--- config.mk ---
export PLATFORM = sky130hd
export DESIGN_NAME = dsp_mac_sequencer_flat
export DESIGN_NICKNAME = d
export VERILOG_FILES = /design/src/rtl/dsp_mac_sequencer_if.sv /design/src/rtl/dsp_mac_sequencer.sv /design/src/flat_wrapper.sv
export SDC_FILE = /design/constraint.sdc
export NUM_CORES = 1
export LEC_CHECK = 0
export ABC_AREA = 0
export BUFFER_PORTS_ARGS = -buffer_cell sky130_fd_sc_hd__buf_2
export CAP_MARGIN = 20
export CORE_ASPECT_RATIO = 1.75
export CORE_MARGIN = 3
export CORE_UTILIZATION = 43
export CTS_CLUSTER_DIAMETER = 120
export CTS_CLUSTER_SIZE = 12
export DETAILED_ROUTE_END_ITERATION = 8
export PLACE_DENSITY = 0.9
export RECOVER_POWER = 100
export SLEW_MARGIN = 10
export SYNTH_ARGS = -nofsm -noshare
export SYNTH_HDL_FRONTEND = slang
export SYNTH_SLANG_ARGS = --single-unit
--- constraint.sdc ---
create_clock -name CLK -period 6.1 [get_ports CLK]
set_input_delay 0.915 -clock CLK [delete_from_list [all_inputs] [get_ports CLK]]
set_output_delay 0.915 -clock CLK [all_outputs]
set_load 0.05 [all_outputs]
--- src/rtl/dsp_mac_sequencer_if.sv ---
// Signal bundle between the dot-product sequencer, its job/stream/result
// client and the DSP48A1 slice it drives.
interface dsp_mac_sequencer_if #(
    parameter int LEN_W = 10
);
    // Job request
    logic             start;
    logic [LEN_W-1:0] len;
    logic             sub;
    logic             busy;

    // Operand stream
    logic             in_valid;
    logic             in_ready;
    logic [17:0]      in_a;
    logic [17:0]      in_b;

    // Result
    logic             res_valid;
    logic             res_ready;
    logic [47:0]      res_p;

    // Slice pins
    logic [17:0]      dsp_a;
    logic [17:0]      dsp_b;
    logic [7:0]       dsp_opmode;
    logic             dsp_ce;
    logic             dsp_cep;
    logic             dsp_rstp;
    logic             dsp_rst_all;
    logic [47:0]      dsp_p;

    // Client plus slice side: issues jobs and operands, returns the slice P.
    modport master (
        output start, len, sub, in_valid, in_a, in_b, res_ready, dsp_p,
        input  busy, in_ready, res_valid, res_p,
        input  dsp_a, dsp_b, dsp_opmode, dsp_ce, dsp_cep, dsp_rstp, dsp_rst_all
    );

    // Sequencer side.
    modport slave (
        input  start, len, sub, in_valid, in_a, in_b, res_ready, dsp_p,
        output busy, in_ready, res_valid, res_p,
        output dsp_a, dsp_b, dsp_opmode, dsp_ce, dsp_cep, dsp_rstp, dsp_rst_all
    );
endinterface

--- src/rtl/dsp_mac_sequencer.sv ---
// Drives one DSP48A1 slice (A1REG/B1REG/MREG/PREG/OPMODEREG = 1) as an
// unsigned 18x18 dot-product engine with a 48-bit accumulator in P.
module dsp_mac_sequencer #(
    parameter int LEN_W    = 10,
    parameter int PIPE_LAT = 2
) (
    input  logic               CLK,
    input  logic               RST_N,
    dsp_mac_sequencer_if.slave bus
);

    typedef enum logic [2:0] {
        S_IDLE,
        S_CLR,
        S_LOAD,
        S_DRAIN,
        S_DONE
    } state_e;

    // X = M, Z = P, pre-adder bypassed, CIN = 0; bit 7 selects Z - X.
    localparam logic [7:0]       OPM_ADD = 8'h09;
    localparam logic [7:0]       OPM_SUB = 8'h89;
    localparam logic [LEN_W-1:0] CNT_ONE = LEN_W'(1);

    state_e              state_q, state_d;
    logic [LEN_W-1:0]    cnt_q, cnt_d;
    logic [LEN_W-1:0]    len_q, len_d;
    logic                sub_q, sub_d;
    logic [PIPE_LAT-1:0] vpipe_q, vpipe_d;

    logic                room;
    logic                accept;
    logic                pipe_empty_d;
    logic                all_taken_d;
    logic [7:0]          job_opmode;

    assign room         = (cnt_q < len_q);
    assign accept       = (state_q == S_LOAD) && room && bus.in_valid;
    // Bit i set means the pair accepted i+1 cycles ago is in the slice pipe;
    // the top bit lines up with that product sitting in MREG.
    assign vpipe_d      = {vpipe_q[PIPE_LAT-2:0], accept};
    assign pipe_empty_d = (vpipe_d == '0);
    assign all_taken_d  = (cnt_d == len_q);
    assign job_opmode   = sub_q ? OPM_SUB : OPM_ADD;

    // NOTE: clocked state uses non-blocking assignments so every register
    // samples pre-edge values regardless of process ordering.
    always_ff @(posedge CLK) begin
        if (!RST_N) begin
            state_q <= S_IDLE;
        end else begin
            state_q <= state_d;
        end
    end

    always_ff @(posedge CLK) begin
        if (!RST_N) begin
            cnt_q   <= '0;
            len_q   <= '0;
            sub_q   <= 1'b0;
            vpipe_q <= '0;
        end else begin
            cnt_q   <= cnt_d;
            len_q   <= len_d;
            sub_q   <= sub_d;
            vpipe_q <= vpipe_d;
        end
    end

    // NOTE: every combinational output gets a default first, so no path
    // through the block can leave it unassigned and infer a latch.
    always_comb begin
        cnt_d = cnt_q;
        len_d = len_q;
        sub_d = sub_q;
        if ((state_q == S_IDLE) && bus.start) begin
            len_d = bus.len;
            sub_d = bus.sub;
            cnt_d = '0;
        end else if (accept) begin
            cnt_d = cnt_q + CNT_ONE;
        end
    end

    always_comb begin
        state_d = state_q;
        case (state_q)
            S_IDLE:  if (bus.start) state_d = S_CLR;
            S_CLR:   state_d = S_LOAD;
            S_LOAD: begin
                // An empty job has nothing in flight and finishes straight away.
                if (all_taken_d) state_d = pipe_empty_d ? S_DONE : S_DRAIN;
            end
            // Leave once the final CEP cycle is the current one.
            S_DRAIN: if (pipe_empty_d) state_d = S_DONE;
            S_DONE:  if (bus.res_ready) state_d = S_IDLE;
            default: state_d = S_IDLE;
        endcase
    end

    always_comb begin
        bus.busy       = 1'b0;
        bus.in_ready   = 1'b0;
        bus.res_valid  = 1'b0;
        bus.dsp_ce     = 1'b0;
        bus.dsp_cep    = 1'b0;
        bus.dsp_rstp   = 1'b0;
        bus.dsp_opmode = 8'h00;
        bus.dsp_a      = '0;
        bus.dsp_b      = '0;
        if (!RST_N) begin
            bus.dsp_rstp = 1'b1;
        end else begin
            case (state_q)
                S_CLR: begin
                    bus.busy       = 1'b1;
                    bus.dsp_rstp   = 1'b1;
                    bus.dsp_ce     = 1'b1;
                    bus.dsp_opmode = job_opmode;
                end
                S_LOAD: begin
                    bus.busy       = 1'b1;
                    bus.dsp_ce     = 1'b1;
                    bus.dsp_cep    = vpipe_q[PIPE_LAT-1];
                    bus.dsp_opmode = job_opmode;
                    bus.in_ready   = room;
                    bus.dsp_a      = bus.in_a;
                    bus.dsp_b      = bus.in_b;
                end
                S_DRAIN: begin
                    bus.busy       = 1'b1;
                    bus.dsp_ce     = 1'b1;
                    bus.dsp_cep    = vpipe_q[PIPE_LAT-1];
                    bus.dsp_opmode = job_opmode;
                end
                S_DONE: begin
                    bus.busy       = 1'b1;
                    bus.res_valid  = 1'b1;
                    bus.dsp_opmode = job_opmode;
                end
                default: ;
            endcase
        end
    end

    // The slice's own input/pipeline registers follow the sequencer reset.
    assign bus.dsp_rst_all = ~RST_N;
    assign bus.res_p       = bus.dsp_p;

endmodule

--- src/flat_wrapper.sv ---
// flat-port wrapper written by rule: the top's interface ports become plain ports
module dsp_mac_sequencer_flat 
#(
    parameter int LEN_W    = 10,
    parameter int PIPE_LAT = 2
)
  (CLK, RST_N, bus_start, bus_len, bus_sub, bus_in_valid, bus_in_a, bus_in_b, bus_res_ready, bus_dsp_p, bus_busy, bus_in_ready, bus_res_valid, bus_res_p, bus_dsp_a, bus_dsp_b, bus_dsp_opmode, bus_dsp_ce, bus_dsp_cep, bus_dsp_rstp, bus_dsp_rst_all);
  dsp_mac_sequencer_if #(.LEN_W(LEN_W)) bus_i ();
  input  logic CLK;
  input  logic RST_N;
  input wire logic [$bits(bus_i.start)-1:0] bus_start;
  input wire logic [$bits(bus_i.len)-1:0] bus_len;
  input wire logic [$bits(bus_i.sub)-1:0] bus_sub;
  input wire logic [$bits(bus_i.in_valid)-1:0] bus_in_valid;
  input wire logic [$bits(bus_i.in_a)-1:0] bus_in_a;
  input wire logic [$bits(bus_i.in_b)-1:0] bus_in_b;
  input wire logic [$bits(bus_i.res_ready)-1:0] bus_res_ready;
  input wire logic [$bits(bus_i.dsp_p)-1:0] bus_dsp_p;
  output wire logic [$bits(bus_i.busy)-1:0] bus_busy;
  output wire logic [$bits(bus_i.in_ready)-1:0] bus_in_ready;
  output wire logic [$bits(bus_i.res_valid)-1:0] bus_res_valid;
  output wire logic [$bits(bus_i.res_p)-1:0] bus_res_p;
  output wire logic [$bits(bus_i.dsp_a)-1:0] bus_dsp_a;
  output wire logic [$bits(bus_i.dsp_b)-1:0] bus_dsp_b;
  output wire logic [$bits(bus_i.dsp_opmode)-1:0] bus_dsp_opmode;
  output wire logic [$bits(bus_i.dsp_ce)-1:0] bus_dsp_ce;
  output wire logic [$bits(bus_i.dsp_cep)-1:0] bus_dsp_cep;
  output wire logic [$bits(bus_i.dsp_rstp)-1:0] bus_dsp_rstp;
  output wire logic [$bits(bus_i.dsp_rst_all)-1:0] bus_dsp_rst_all;
  assign bus_i.start = bus_start;
  assign bus_i.len = bus_len;
  assign bus_i.sub = bus_sub;
  assign bus_i.in_valid = bus_in_valid;
  assign bus_i.in_a = bus_in_a;
  assign bus_i.in_b = bus_in_b;
  assign bus_i.res_ready = bus_res_ready;
  assign bus_i.dsp_p = bus_dsp_p;
  assign bus_busy = bus_i.busy;
  assign bus_in_ready = bus_i.in_ready;
  assign bus_res_valid = bus_i.res_valid;
  assign bus_res_p = bus_i.res_p;
  assign bus_dsp_a = bus_i.dsp_a;
  assign bus_dsp_b = bus_i.dsp_b;
  assign bus_dsp_opmode = bus_i.dsp_opmode;
  assign bus_dsp_ce = bus_i.dsp_ce;
  assign bus_dsp_cep = bus_i.dsp_cep;
  assign bus_dsp_rstp = bus_i.dsp_rstp;
  assign bus_dsp_rst_all = bus_i.dsp_rst_all;
  dsp_mac_sequencer #(.LEN_W(LEN_W), .PIPE_LAT(PIPE_LAT)) u_core (.CLK(CLK), .RST_N(RST_N), .bus(bus_i));
endmodule
==> results of run 1 <==
==> cell type report <==
type                    instances  share of cell area (%)
flip-flops and latches         26                    19.8
inverters                      14                    2.00
clock buffers                   3                    1.57
well taps                      76                    3.62
repair buffers                100                    16.8
clock inverters                 1                    1.14
multi-input cells             221                    55.1
==> layout by cell type (no fill, tap or decap), drive strengths merged, types with 2 or more instances in the layout <==
cell type and instances:
o31ai 5, a2111oi 4, nor2 13, nand4 8, clkbuf 53, a21boi 2
ha 10, o211ai 4, inv 14, o21ai 3, a21oi 20, or3 2
xnor2 2, and4 3, dfxtp 26, and2 40, nand2 36, o311ai 2
nor2b 3, buf 50, a31oi 3, nor4 4, nor4b 2, conb 5
a211oi 2, xor2 2, xnor3 3, o31a 2, a21o 2, nand3 6
nor3 9, and3 7, or4 4
==> cell families (layout without fill, tap and decap cells) <==
group / count (synthesis) / count (layout) / synth area share (%)
AND/OR/NAND/NOR: 141 / 141 / 30.9
buffers and inverters: 87 / 118 / 22.2
AO/OA/AOI/OAI: 57 / 57 / 16.7
flip-flops: 26 / 26 / 20.6
adder cells (fa/ha/maj): 10 / 10 / 4.96
XOR/XNOR: 7 / 7 / 4.07
other: 1 / 5 / 0.149
multiplexers: 1 / 1 / 0.397
==> per-layer routing <==
| layer | vias up | global-route usage, % |
|---|---|---|
| li1 | 1163 | - |
| met3 | 55 | 2.40 |
| met4 | 0 | 18.5 |
| met2 | 164 | 40.1 |
| met5 | - | 0 |
| met1 | 1161 | 21.4 |
==> flip-flops by register name, summed over array words and instances, names as in the netlist <==
register / flops
u_core.sub_q: 1
u_core.vpipe_q: 2
u_core.len_q: 10
u_core.cnt_q: 10
u_core.state_q: 3
==> worst paths after layout <==
kind	end	from	cells after the start
hold reg to reg	u_core.sub_q	u_core.sub_q	2
setup reg to reg	u_core.state_q[0]	u_core.len_q[7]	11
hold / removal	u_core.sub_q	u_core.sub_q	2
setup / recovery	u_core.state_q[0]	u_core.len_q[7]	11
==> cell usage after synthesis, drive strengths merged, types with 4 or more instances <==
cell / number
a2111oi: 4
a21oi: 20
and2: 40
and3: 7
buf: 62
clkbuf: 11
dfxtp: 26
ha: 10
inv: 14
nand2: 36
nand3: 6
nand4: 8
nor2: 13
nor3: 9
nor4: 4
o211ai: 4
o31ai: 5
or4: 4
==> worst register-to-register path: cells and delay by family, from the launching register on <==
kind	cells	cell delay, ns
adders and majority gates	1	0.30
DFF	1	0.42
AOI/OAI and AO/OA	4	2.12
and+or+nand+nor	5	1.51
buffers and inverters	1	0.08
==> where the power goes <==
group          switching, mW  leakage [nW]  internal, mW  total, mW
combinational          0.116         0.866        0.0475      0.163
clock                 0.0598        0.0357        0.0880      0.148
sequential           0.00977         0.212         0.178      0.187
==> through the flow <==
stage	cells	power, mW
after floorplan	334	0.399
after detailed placement	437	0.357
after CTS	441	0.505
after global routing	441	0.517
final	441	0.499
after global placement	437	0.354
==> flow_metrics.env, run 1 <==
export IMPL_synth_edf_count=0
export IMPL_avgSynthCellArea_um2=7.65
export IMPL_fin_ws_ns=1.60
export IMPL_fp_dieW_um=63.9
export IMPL_routed_wl_um=7480
export IMPL_fmax_mhz=222
export IMPL_synth_area_leaders="dfxtp_1 21%, buf_4 16%, and2_1 9.7%"
export IMPL_cts_hold_buffers=0
export IMPL_grt_pass1_wl_um=11900
export IMPL_htreeDepth=1
export IMPL_synth_cell_area_um2=2520
export IMPL_path_max_fanout=22
export IMPL_hp_class="register to register"
export IMPL_grt_pass1_vias=2576
export IMPL_dp_slack_ns=2.41
export IMPL_setup_viol_count_final=0
export IMPL_ys_seq_elements=26
export IMPL_min_period_ns=4.50
export IMPL_outcome="finished, violations left"
export IMPL_worstSkewPairLatency_ns=0.28
export IMPL_path_clk_slew_ns=0.10
export IMPL_cpPeakStageDelay_ns=1.36
export IMPL_layout_nets=476
export IMPL_criticalPathCategory="register to register"
export IMPL_path_buf_inv=1
export IMPL_yosys_area_top_type="dfxtp_1"
export IMPL_rsz0062_at_grt="false"
export IMPL_whs_ns=0.468
export IMPL_cp_start_kind="register"
export IMPL_worst_slew_margin_rel_pct=-13.1
export IMPL_root_buffer="clkbuf_8"
export IMPL_violations="capacitance limit, slew limit"
export IMPL_arrival_ns=4.70
export IMPL_p_per_area_nw_per_um2=190
export IMPL_m1WireLength_um=2390
export IMPL_io_pins=199
export IMPL_synthCells=330
export IMPL_vias_per_cell=5.77
export IMPL_vdd_drop_max_uv=131
export IMPL_min_period_over_period_pct=73.7
export IMPL_place_congestion=0.986
export IMPL_clock_skew_ns=0.00515
export IMPL_antenna_found_initial=0
export IMPL_dpl_instance_area_um2=2640
export IMPL_fin_setup_tns_ns=0
export IMPL_dr_pass1_iters=5
export IMPL_drv_cap=1
export IMPL_grt_max_degree=37
export IMPL_area_growth_pct=4.12
export IMPL_drive_above_1_share_pct=16.2
export IMPL_yosysTopAreaCellShare_pct=20.6
export IMPL_leakage_nw=1.11
export IMPL_dpl_hpwl_um=5710
export IMPL_drc=0
export IMPL_cp_slowest_cell="o211ai_1"
export IMPL_synth_async_reset_ratio_pct=0
export IMPL_num_vias=2543
export IMPL_finalHoldViolCount=0
export IMPL_clock_path_buffers=2
export IMPL_wire_per_inst_um=17.0
export IMPL_seq_area_frac_synth_pct=20.6
export IMPL_final_util_pct=46.7
export IMPL_synth_main_ff_cell="dfxtp_1"
export IMPL_cts_resized=0
export IMPL_top_layer="met4"
export IMPL_rrSetupSlack_ns=1.60
export IMPL_die_area_um2=6860
export IMPL_cts_setup_buffers=0
export IMPL_overflow=0
export IMPL_wl_met3_um=619
export IMPL_diodes=0
export IMPL_cts_tree="built"
export IMPL_worstPathRequired_ns=6.31
export IMPL_dr_wl_met2_um=3960
export IMPL_worstPathCellList="inv_1, ha_1, and4_1, nand4_1, o211ai_1, o311ai_0, and3_1, nor4_1, o2111ai_1, or3b_1, a21boi_0"
export IMPL_cts_sinks=26
export IMPL_grt_util_all_layers_pct=22.0
export IMPL_yosysUniqueCellTypes=57
export IMPL_yosysWarnings=0
export IMPL_rows=36
export IMPL_cts_buffers=3
export IMPL_critPathTopFamily="compound AO/OA/AOI/OAI gates"
export IMPL_port_buffers=97
export IMPL_ant_nets=0
export IMPL_drt_initial_drc_count=146
export IMPL_fill_cells=565
export IMPL_multi_input_area_um2=1450
export IMPL_final_area_um2=2630
export IMPL_core_area_um2=5630
export IMPL_initial_core_util_pct=44.8
export IMPL_worstMarginPinSlew_ns=1.69
export IMPL_end_kind="register"
export IMPL_fp_dieH_um=107
export IMPL_ff_latch_area_um2=520
export IMPL_slew_viol_final=23
(Power assumes the default switching activity.)
==> run 2, diff against run 1 <==
--- a/config.mk
+++ b/config.mk
@@ -10,11 +10,11 @@
 export CAP_MARGIN = 20
 export CORE_ASPECT_RATIO = 1.75
 export CORE_MARGIN = 3
-export CORE_UTILIZATION = 43
+export CORE_UTILIZATION = 36
 export CTS_CLUSTER_DIAMETER = 120
 export CTS_CLUSTER_SIZE = 12
 export DETAILED_ROUTE_END_ITERATION = 8
-export PLACE_DENSITY = 0.9
+export PLACE_DENSITY = 0.8
 export RECOVER_POWER = 100
 export SLEW_MARGIN = 10
 export SYNTH_ARGS = -nofsm -noshare
==> constraint.sdc (replaced) <==
create_clock -name CLK -period 3.72 [get_ports CLK]
set_input_delay 0.558 -clock CLK [delete_from_list [all_inputs] [get_ports CLK]]
set_output_delay 0.558 -clock CLK [all_outputs]
set_load 0.05 [all_outputs]
==> run 2 against run 1 <==
The run now ends clean. Core utilization shrank 6.3 points. Worst hold slack lost 0.017 ns. Clock power grew 82%. Wire length grew 5.6%. Total power grew 70%. Global-route usage shrank 3.3 points. Combinational power grew 65%. Fmax grew 30%. Count of clock-buffer cells in the layout grew 1. First-iteration DRC count shrank 56%. Clock skew shrank 0.0030 ns. Setup slack lost 1.3 ns. Largest cell class unchanged.
==> flow_metrics.env, run 2 (synthesis gave the netlist of run 1 again) <==
export IMPL_die_area_um2=8090
export IMPL_clock_path_buffers=2
export IMPL_fin_setup_tns_ns=0
export IMPL_cts_sinks=26
export IMPL_rows=39
export IMPL_cts_tree="built"
export IMPL_final_area_um2=2700
export IMPL_cp_start_kind="register"
export IMPL_criticalPathCategory="register to register"
export IMPL_power_mw=0.846
export IMPL_path_clk_slew_ns=0.07
export IMPL_min_period_over_period_pct=93.1
export IMPL_path_max_fanout=15
export IMPL_min_period_ns=3.46
export IMPL_cts_setup_buffers=0
export IMPL_cts_buffers=3
export IMPL_outcome="finished, final reports clean"
export IMPL_cts_hold_buffers=0
export IMPL_p_clk_share_pct=31.9
export IMPL_top_regs="u_core.cnt_q: 10 flops, u_core.len_q: 10 flops, u_core.state_q: 3 flops"
export IMPL_wire_per_inst_um=17.5
export IMPL_p_comb_share_pct=31.7
export IMPL_core_area_um2=6690
export IMPL_layout_nets=480
export IMPL_diodes=0
export IMPL_port_buffers=97
export IMPL_end_kind="register"
export IMPL_grt_max_degree=37
export IMPL_final_cell_mix="51 x buf_2, 48 x clkbuf_1, 38 x and2_1"
export IMPL_dpl_instance_area_um2=2680
export IMPL_grt_util_all_layers_pct=18.7
export IMPL_fill_cells=671
export IMPL_dpl_hpwl_um=6540
export IMPL_p_per_area_nw_per_um2=313
export IMPL_vdd_drop_max_uv=233
export IMPL_fp_dieH_um=117
export IMPL_overflow=0
export IMPL_place_congestion=0.952
export IMPL_drive_above_1_share_pct=18.4
export IMPL_dr_pass1_iters=4
export IMPL_ant_nets=0
export IMPL_num_vias=2489
export IMPL_fp_dieW_um=69.3
export IMPL_grt_pass1_vias=2334
export IMPL_leakage_nw=1.15
export IMPL_fin_ws_ns=0.256
export IMPL_fmax_mhz=289
export IMPL_root_buffer="clkbuf_16"
export IMPL_grt_pass1_wl_um=11800
export IMPL_worstMarginPinSlew_ns=0.768
export IMPL_final_util_pct=40.4
export IMPL_power_internal_mw=0.537
export IMPL_hp_class="register to register"
export IMPL_vias_per_cell=5.52
export IMPL_finalHoldViolCount=0
export IMPL_worstPathRequired_ns=3.92
export IMPL_final_common_cell="buf_2"
export IMPL_htreeDepth=1
export IMPL_routed_wl_um=7900
export IMPL_clock_skew_ns=0.00214
export IMPL_worstSkewPairLatency_ns=0.27
export IMPL_initial_core_util_pct=37.8
export IMPL_drv_cap=0
export IMPL_net_switching_power_mw=0.309
export IMPL_cts_resized=0
export IMPL_dp_slack_ns=0.274
export IMPL_power_share_sequential_pct=36.4
export IMPL_slew_viol_final=0
export IMPL_rsz0062_at_grt="false"
export IMPL_drc=0
export IMPL_drt_initial_drc_count=64
export IMPL_area_growth_pct=7.04
export IMPL_antenna_found_initial=0
export IMPL_io_pins=199
export IMPL_setup_viol_count_final=0
export IMPL_arrival_ns=3.67
export IMPL_worst_slew_margin_rel_pct=48.8
export IMPL_switching_share_pct=36.5
[run 2: cell types whose count changed in the layout (fill, tap and decap cells not counted), moves of 2 or more]
cell       delta
buf_4         +4
clkbuf_8      -2
clkbuf_1      -2
clkbuf_16     +3
buf_2         +2
[run 2: critical path: stages (launching register included)]
cell       delay, ns
dfxtp_1         0.36
inv_1           0.08
ha_1            0.30
and4_1          0.25
nand4_1         0.15
o211ai_2        0.66
nor4_1          0.13
or3_1           0.39
a2111oi_2       0.34
o2111ai_1       0.20
or3b_1          0.41
a21boi_1        0.12
[run 2: worst paths after layout]
check | startpoint | to | slack [ns] | depth (start not counted)
worst max-delay path | u_core.len_q[9] | u_core.state_q[0] | 0.26 | 11
worst min-delay path | u_core.sub_q | u_core.sub_q | 0.45 | 2
worst max register to register | u_core.len_q[9] | u_core.state_q[0] | 0.26 | 11
worst min register to register | u_core.sub_q | u_core.sub_q | 0.45 | 2
[run 2: layout make-up]
cell class / instances / area, µm² / area share (%)
Multi-Input combinational cell: 221 / 1460 / 54.2
Sequential cell: 26 / 520 / 19.3
Timing Repair Buffer: 104 / 473 / 17.5
Tap cell: 82 / 103 / 3.80
Clock buffer: 4 / 88.8 / 3.29
Inverter: 14 / 52.6 / 1.95
[run 2: stage by stage]
stage | hold WS, ns | instances
floorplan | 0.431 | 334
finish | 0.451 | 451
detailed placement | 0.447 | 447
CTS | 0.456 | 451
global route | 0.485 | 451
global placement | 0.444 | 447
[run 2: metal layers]
| layer | vias up | track usage, % | part of all wire [%] |
|---|---|---|---|
| li1 | 1178 | - | - |
| met1 | 1109 | 15.3 | 29 |
| met2 | 155 | 34.4 | 51 |
| met3 | 47 | 7.84 | 13 |
| met4 | 0 | 15.5 | 6.5 |
| met5 | - | 0 | 0 |
[run 2: power groups by stage]
stage	Clock, mW	Sequential, mW	Combinational [mW]
detailed placement	0	0.314	0.276
finish	0.270	0.308	0.269
global placement	0	0.313	0.275
CTS	0.277	0.307	0.277
floorplan	0	0.307	0.348
global route	0.283	0.310	0.292
==> run 3, diff against run 2 <==
==> constraint.sdc (replaced) <==
create_clock -name CLK -period 3 [get_ports CLK]
set_input_delay 0.45 -clock CLK [delete_from_list [all_inputs] [get_ports CLK]]
set_output_delay 0.45 -clock CLK [all_outputs]
set_load 0.05 [all_outputs]
==> run 3 against run 2 <==
The run now ends with setup timing left. Non-clock buffer count grew 41. Global-route usage grew 1.6 points. Combinational power grew 70%. Sequential cell count is the same. Register-to-register slack lost 0.34 ns. Worst hold slack lost 0.041 ns. Total power grew 38%. Count of clock-buffer cells in the layout is the same. Final area grew 26%. Via count grew 12%. Critical path type unchanged. Largest cell class unchanged.
==> flow_metrics.env, run 3 (synthesis gave the netlist of run 1 again) <==
export IMPL_outcome="finished, violations left"
export IMPL_violations="setup timing"
export IMPL_worstPathCellList="ha_4, a211o_1, o211ai_1, o211ai_2, nor4_1, o21ai_0, a2111oi_4, o2111ai_2, or3b_1, a21boi_1"
export IMPL_min_period_over_period_pct=103
export IMPL_cp_slowest_cell="a2111oi_4"
export IMPL_grt_max_degree=37
export IMPL_hold_start="bus_len[2]"
export IMPL_ant_nets=0
export IMPL_grt_pass1_wl_um=12900
export IMPL_min_period_ns=3.08
export IMPL_clock_path_buffers=2
export IMPL_rr_startpoint="u_core.cnt_q[7]"
export IMPL_worstSkewPairLatency_ns=0.27
export IMPL_die_area_um2=8090
export IMPL_drv_cap=0
export IMPL_root_buffer="clkbuf_16"
export IMPL_worstPathRequired_ns=3.20
export IMPL_area_growth_pct=34.8
export IMPL_fin_ws_ns=-0.0832
export IMPL_finalHoldViolCount=0
export IMPL_antenna_found_initial=0
export IMPL_clock_skew_ns=0.00322
export IMPL_end_kind="register"
export IMPL_cts_sinks=26
export IMPL_whs_path_depth=3
export IMPL_num_vias=2784
export IMPL_final_cell_mix="96 x buf_2, 42 x buf_4, 38 x and2_1"
export IMPL_final_common_cell="buf_2"
export IMPL_path_clk_slew_ns=0.07
export IMPL_fill_cells=579
export IMPL_fmax_mhz=324
export IMPL_rsz0062_at_grt="true"
export IMPL_rrSetupSlack_ns=-0.08
export IMPL_slew_viol_final=0
export IMPL_cts_tree="built"
export IMPL_worstMarginPinSlew_ns=0.998
export IMPL_routed_wl_um=9260
export IMPL_layout_nets=522
export IMPL_setup_viol_count_final=1
export IMPL_place_congestion=1.03
export IMPL_vias_per_cell=5.65
export IMPL_top_regs="u_core.cnt_q: 10 flops, u_core.len_q: 10 flops, u_core.state_q: 3 flops"
export IMPL_arrival_ns=3.28
export IMPL_fp_dieW_um=69.3
export IMPL_dr_pass1_iters=5
export IMPL_initial_core_util_pct=37.8
export IMPL_wire_per_inst_um=18.8
export IMPL_min_to="u_core.len_q[2]"
export IMPL_cpPeakStageDelay_ns=0.41
export IMPL_fin_setup_tns_ns=-0.0832
export IMPL_dpl_hpwl_um=6690
export IMPL_fp_dieH_um=117
export IMPL_diodes=0
export IMPL_path_max_fanout=4
export IMPL_rows=39
export IMPL_dp_slack_ns=-0.158
export IMPL_core_area_um2=6690
export IMPL_overflow=0
export IMPL_port_buffers=97
export IMPL_worst_slew_margin_rel_pct=32.5
export IMPL_criticalPathCategory="register to register"
export IMPL_vdd_drop_max_uv=225
export IMPL_io_pins=199
export IMPL_drt_initial_drc_count=175
export IMPL_reg2reg_depth=10
export IMPL_cts_buffers=3
export IMPL_leakage_nw=1.61
export IMPL_reg2reg_to="u_core.state_q[0]"
export IMPL_grt_util_all_layers_pct=20.2
export IMPL_hp_class="input pin to register"
export IMPL_cp_start_kind="register"
export IMPL_grt_pass1_vias=2677
export IMPL_p_per_area_nw_per_um2=343
export IMPL_drive_above_1_share_pct=47.9
export IMPL_drc=0
export IMPL_htreeDepth=1
[run 3: changes by cell type in the layout (fill, tap and decap cells not counted), moves of 4 or more]
cell      previous run  this run
clkbuf_1            48         1
inv_1               14         9
dfxtp_1             26        18
inv_2                0         5
nor3_1               9         4
ha_1                10         3
buf_2               51        96
nor3_2               0         4
ha_4                 0         7
dfxtp_2              0         8
buf_4                5        42
buf_6                0         4
[run 3: per-stage QoR]
step	utilization, %	cell area, µm²	cells	hold slack [ns]	power [mW]
6_report	50.9	3400	493	0.410	1.17
5_1_grt	50.9	3400	493	0.425	1.21
4_1_cts	47.9	3200	489	0.418	1.12
3_5_place_dp	44.3	2960	481	0.457	0.778
3_3_place_gp	44.3	2960	481	0.447	0.771
2_1_floorplan	-	2540	334	0.431	0.813
[run 3: critical path, delay by kind of cell, from the launching register on]
kind                       cells  cell delay, ns
AOI/OAI and AO/OA              7            1.61
and+or+nand+nor                2            0.79
DFF                            1            0.38
adders and majority gates      1            0.24
[run 3: area by class of cell]
type	instances	area (µm²)	area share (%)
Clock buffer	4	88.8	2.61
Inverter	14	52.6	1.55
Multi-Input combinational cell	222	1740	51.2
Sequential cell	26	531	15.6
Tap cell	82	103	3.02
Timing Repair Buffer	145	885	26.0
[run 3: per-layer routing]
metal  up-vias  share of wire (%)  wire length, µm  track usage, %
met4         0                6.8              634            13.6
met1      1281                 30             2750            17.9
met2       193                 54             4990            40.9
met3        55                9.6              887            3.45
met5         -                  0                0               0
li1       1255                  -                -               -
[run 3: report_power, final]
part / internal, mW / total [mW] / switching (mW)
clock network: 0.205 / 0.335 / 0.130
registers: 0.363 / 0.377 / 0.0140
logic: 0.170 / 0.456 / 0.285
total: 0.738 / 1.17 / 0.429
[run 3: worst max-delay path by stage]
stage / start / endpoint / slack, ns / depth (start not counted)
final: u_core.cnt_q[7] / u_core.state_q[0] / -0.08 / 10
after floorplan: u_core.len_q[7] / u_core.state_q[0] / 0.15 / 13
after global placement: u_core.len_q[7] / u_core.state_q[0] / -0.08 / 12
after CTS: u_core.len_q[6] / u_core.state_q[0] / 0.001 / 12
after detailed placement: u_core.len_q[7] / u_core.state_q[0] / -0.16 / 12
after global routing: u_core.len_q[7] / u_core.state_q[0] / -0.15 / 13
[run 3: repair_timing]
item	4_1_cts	5_1_grt
setup buffers	4	3
hold buffers	0	0
hold endpoints to repair	0	0
pin swaps	20	19
cloned	1	1
endpoints found under the setup margin	3	3
resized for setup	22	36
